**config.mk**
```make
export PLATFORM = sky130hd
export DESIGN_NAME = multiplicador4b_seq
export DESIGN_NICKNAME = d
export VERILOG_FILES = /design/src/rtl/multiplicador4b_seq.sv
export SDC_FILE = /design/constraint.sdc
export NUM_CORES = 1
export LEC_CHECK = 0
export ABC_AREA = 1
export ABC_CLOCK_PERIOD_IN_PS = 4500
export CORE_MARGIN = 8
export CORE_UTILIZATION = 54
export DETAILED_ROUTE_END_ITERATION = 8
export PLACE_DENSITY = 0.82
export SYNTH_ARGS = -nofsm -noshare
export SYNTH_HDL_FRONTEND = slang
export SYNTH_SLANG_ARGS = --single-unit
```
**constraint.sdc**
```tcl
create_clock -name clk -period 4.5 [get_ports clk]
set_clock_uncertainty 0.1 [all_clocks]
set_input_delay 1.35 -clock clk [delete_from_list [all_inputs] [get_ports clk]]
set_output_delay 1.35 -clock clk [all_outputs]
set_load 0.005 [all_outputs]
```
**src/rtl/multiplicador4b_seq.sv**
```systemverilog
// multiplicador4b_seq -- sequential 4x4 unsigned shift-add multiplier.
//
// One operation takes 4 CALC cycles followed by a single FIM cycle in which
// pronto pulses and produto holds the new result. The add step is performed by
// a single somador4b instance with its carry-in tied low.
//
// Optional feature: define MULT_ZERO_SKIP_EN to let a zero operand bypass
// CALC. The block then goes straight from OCIOSO to FIM with produto = 0.
//
// Ports (multiplicador4b_seq):
//   clk      in   1  single clock, rising edge
//   rst      in   1  synchronous active-high reset
//   inicio   in   1  start request, honoured only in OCIOSO
//   a        in   4  multiplicand (unsigned), captured on the accepting edge
//   b        in   4  multiplier (unsigned), captured on the accepting edge
//   ocupado  out  1  high while in CALC
//   pronto   out  1  one-cycle pulse in FIM, produto valid
//   produto  out  8  registered product, held until the next result
//
// Ports (somador4b):
//   a, b     in   4  addends
//   cin      in   1  carry in
//   s        out  4  sum
//   cout     out  1  carry out

module somador4b (
  input  logic [3:0] a,
  input  logic [3:0] b,
  input  logic       cin,
  output logic [3:0] s,
  output logic       cout
);

  assign {cout, s} = {1'b0, a} + {1'b0, b} + {4'b0000, cin};

endmodule

// state  | meaning
// OCIOSO | idle, waiting for inicio
// CALC   | one shift-add step per cycle, 4 cycles
// FIM    | result valid, pronto high for one cycle
module multiplicador4b_seq (
  input  logic       clk,
  input  logic       rst,
  input  logic       inicio,
  input  logic [3:0] a,
  input  logic [3:0] b,
  output logic       ocupado,
  output logic       pronto,
  output logic [7:0] produto
);

  typedef enum logic [1:0] {
    OCIOSO = 2'd0,
    CALC   = 2'd1,
    FIM    = 2'd2
  } state_t;

  state_t      state;
  state_t      state_next;

  logic [3:0]  reg_m;
  logic [3:0]  reg_p;
  logic [3:0]  reg_q;
  logic [1:0]  cont;

  logic [3:0]  addend;
  logic [3:0]  soma_s;
  logic        soma_cout;
  logic [4:0]  soma_x;
  logic        zero_op;
  logic        last_step;

  // Only the multiplier LSB decides whether M or zero is added this step.
  assign addend = reg_q[0] ? reg_m : 4'h0;

  somador4b u_somador (
    .a    (reg_p),
    .b    (addend),
    .cin  (1'b0),
    .s    (soma_s),
    .cout (soma_cout)
  );

  assign soma_x    = {soma_cout, soma_s};
  assign last_step = (cont == 2'd3);

`ifdef MULT_ZERO_SKIP_EN
  assign zero_op = (a == 4'h0) || (b == 4'h0);
`else
  assign zero_op = 1'b0;
`endif

  // State register
  always_ff @(posedge clk) begin
    if (rst) begin
      state <= OCIOSO;
    end else begin
      state <= state_next;
    end
  end

  // Next-state logic
  always_comb begin
    state_next = state;
    unique case (state)
      OCIOSO: begin
        if (inicio) begin
          state_next = zero_op ? FIM : CALC;
        end
      end
      CALC: begin
        if (last_step) begin
          state_next = FIM;
        end
      end
      FIM: begin
        state_next = OCIOSO;
      end
      default: begin
        state_next = OCIOSO;
      end
    endcase
  end

  // Outputs
  always_comb begin
    ocupado = (state == CALC);
    pronto  = (state == FIM);
  end

  // Datapath: {P,Q} is the running partial product, shifted right each step.
  always_ff @(posedge clk) begin
    if (rst) begin
      reg_m   <= 4'h0;
      reg_p   <= 4'h0;
      reg_q   <= 4'h0;
      cont    <= 2'd0;
      produto <= 8'h00;
    end else begin
      unique case (state)
        OCIOSO: begin
          if (inicio) begin
            reg_m <= a;
            reg_q <= b;
            reg_p <= 4'h0;
            cont  <= 2'd0;
            if (zero_op) begin
              produto <= 8'h00;
            end
          end
        end
        CALC: begin
          reg_p <= soma_x[4:1];
          reg_q <= {soma_x[0], reg_q[3:1]};
          cont  <= cont + 2'd1;
          // Load the product from the post-shift value, not the old {P,Q}.
          if (last_step) begin
            produto <= {soma_x[4:1], soma_x[0], reg_q[3:1]};
          end
        end
        default: begin
        end
      endcase
    end
  end

endmodule

```
==> PnR_summary.wiki <==
{| class="wikitable"
! Metric !! Value
|-
| CP Launch Type || register
|-
| Fin. Hold Viols || 0
|-
| Number of buffers created by CTS || 3
|-
| Final routed wirelength across all metal layers || 2.44 mm
|-
| Total via count in the routed design || between 900 and 1,000
|-
| Num Clock Sinks || 24
|-
| Antenna violation net count after detailed routing || 0
|-
| Via count of the first global-routing pass || around 960
|-
| Area growth from synthesis to layout || 20.6%
|-
| GRT Total Usage || 0.128
|-
| Number of antenna violations at the first check in global routing || 0
|-
| Post-DP HPWL || approximately 1.8 mm
|-
| Setup-violating endpoint count in the final report || 0
|-
| Global placer's final weighted congestion || 0.859
|-
| Count of pins on the block boundary || 21
|-
| Class of the tightest hold or removal check || reg2reg
|-
| Proportion of synthesized chip area in sequential cells || 0.416
|-
| Max Clk Rate || around 330 MHz
|-
| Most frequent cells in the layout || sky130_fd_sc_hd__nand2_1 (30), sky130_fd_sc_hd__dfxtp_1 (24), sky130_fd_sc_hd__clkdlybuf4s50_1 (20)
|-
| Starting DRC count in detailed routing || 18
|-
| Count of synthesis-stage warnings from yosys || 0
|-
| Arrival time of the worst setup path || 1.55 ns
|-
| CTS clock-pin slew for the worst setup and hold paths || 0.13 ns
|-
| Initial Utilization || 0.583
|-
| Number of cells on the worst reg-to-reg path || 7
|-
| FF-to-FF Start || reg_q[0]
|-
| Remaining global-route overflow || 0
|-
| Max-slew violations || 0
|-
| Worst-Skew Late Latency || between 0.3 and 0.4 ns
|-
| Share of layout cells above drive strength 1 || 0.151
|-
| R2R Path End || produto[5]
|-
| DRT Pass-1 Iters || 5
|-
| Number of register bits inferred by synthesis || 24
|-
| Worst VDD drop || about 0.00021 V
|-
| Clock Tree Buf Depth || 2
|-
| Slew at the pin closest to its max-slew limit || 0.372 ns
|-
| Die Outline Area || 3880 µm²
|-
| Count of standard-cell rows || 16
|-
| Drt wl/cell || ~13 µm
|-
| Cell at the root of the clock tree || sky130_fd_sc_hd__clkbuf_4
|-
| Vias per cell || about 5.0
|-
| First element of the critical path || state[0]
|-
| Unique cell type count in the Yosys netlist || 26
|-
| Run status || completed
|-
| Worst Slack Setup Final || roughly 1.5 ns
|-
| Minimum setup slack among reg-to-reg paths || roughly 2.8 ns
|-
| Antenna diode count || 0
|-
| Final min period || 3.00 ns
|-
| Number of buffers added for setup after CTS || 0
|-
| Leading cell type in the layout, fill and taps excluded || sky130_fd_sc_hd__nand2_1
|-
| Number of buffers inserted by hold repair at cts || 0
|-
| First-pass GRT wire length || between 4 and 5 mm
|-
| Post-route worst hold slack || between 0.3 and 0.4 ns
|-
| Worst slew margin || 0.752
|-
| Gate count after technology mapping || roughly 150
|-
| Net count after synthesis || about 160
|-
| RSZ-0062 raised after global routing || false
|-
| Static Leakage || 0.653 nW
|-
| PD cells || roughly 280 nW/µm²
|-
| Share of the cycle needed by the critical path after routing || 0.667
|-
| Crit path required time || around 3.1 ns
|-
| Deepest level of the CTS H-tree || 1
|-
| Total of cells resized after clock tree synthesis || 0
|-
| End of the critical path || ocupado
|-
| DRC violations left || 0
|-
| Clock tree from TritonCTS || built
|-
| Port bufs || 20
|-
| Biggest fanout along the worst timing path || 12
|-
| Setup total negative slack || 0 ns
|-
| Largest net degree at the start of global routing || 18
|-
| Area of the core || roughly 2000 µm²
|-
| Average cell area after synthesis || around 8.0 µm²
|-
| CP Capture Type || output port
|-
| Horizontal extent of the die || about 62 µm
|-
| Post-Synthesis Cell Area || 1160 µm²
|-
| Type of the worst setup path || reg2out
|-
| Pre-CTS worst setup slack || between 1.5 and 2 ns
|-
| Max Cap Violations || 0
|-
| Die Height || between 60 and 70 µm
|-
| Count of nets after finishing || roughly 180
|-
| Number of stages on the worst hold path || 2
|}
[stage by stage]
| stage | utilization | power (W) | instances | instance area, µm² |
|---|---|---|---|---|
| after floorplan | - | 0.000268 | 145 | 1160 |
| after detailed placement | 0.685 | 0.000283 | 189 | 1360 |
| after CTS | 0.703 | 0.000395 | 193 | 1390 |
| after global routing | 0.703 | 0.000411 | 193 | 1390 |
| final | 0.703 | 0.000393 | 193 | 1390 |
| after global placement | 0.685 | 0.000281 | 189 | 1360 |
[per-layer routing]
layer | vias to the layer above | part of all wire | wire length (µm) | global-route usage
li1 | 504 | - | - | -
met2 | 17 | 0.47 | 1160 | 0.206
met5 | - | 0 | 0 | 0
met4 | 0 | 0.015 | 36 | 0.0655
met1 | 439 | 0.47 | 1150 | 0.146
met3 | 4 | 0.040 | 97 | 0.0448
[worst min-delay path by stage]
| stage | start | endpoint | slack, ns |
|---|---|---|---|
| after global placement | cont[0] | cont[0] | 0.36 |
| final | produto[3] | produto[3] | 0.38 |
| after floorplan | cont[0] | cont[0] | 0.33 |
| after global routing | cont[0] | cont[0] | 0.39 |
| after CTS | cont[0] | cont[0] | 0.38 |
| after detailed placement | cont[0] | cont[0] | 0.35 |
[sequential cells by signal, indices dropped and copies added (netlist names)]
name,count
cont,2
produto,8
reg_m,4
reg_p,4
reg_q,4
state,2
[synth_stat cells (all sizes together)]
cell	n	area (µm²)
nor3	6	50.1
inv	17	66.3
nand2	35	154
o21ai	12	60.1
o21a	1	7.51
ha	5	62.6
xor2	1	8.76
dfxtp	24	480
nand3	8	45.0
a21oi	10	65.1
fa	1	20.0
nor2	21	97.6
buf	3	32.5
a31oi	1	6.26
[cell families after synthesis]
| group | Yosys count | synth area share |
|---|---|---|
| simple gates | 70 | 0.300 |
| compound gates | 24 | 0.120 |
| flops | 24 | 0.416 |
| buf+inv | 20 | 0.0855 |
| fa+ha+maj | 6 | 0.0714 |
| xor+xnor | 1 | 0.00758 |
[where the power goes]
group | leakage [nW] | internal, W | total (W) | switching, W
clock | 0.0210 | 0.0000495 | 0.000115 | 0.0000654
combinational | 0.436 | 0.0000214 | 0.0000500 | 0.0000286
sequential | 0.196 | 0.000221 | 0.000228 | 0.00000688
total | 0.653 | 0.000292 | 0.000393 | 0.000101
[layout make-up]
| class | count | area (µm²) |
|---|---|---|
| sequential | 24 | 480 |
| inverter | 17 | 66.3 |
| multi-input combinational | 101 | 577 |
| tap | 27 | 33.8 |
| clock buffer | 4 | 36.3 |
| fill | 153 | 588 |
| timing repair buffer | 20 | 200 |
[worst max-delay path: stages, from the launching register on]
cell and delay (ns):
sky130_fd_sc_hd__dfxtp_1 0.43, sky130_fd_sc_hd__nand2_4 0.13, sky130_fd_sc_hd__inv_4 0.15, sky130_fd_sc_hd__clkdlybuf4s50_1 0.52
No activity file was read; power rests on OpenSTA's default activity.
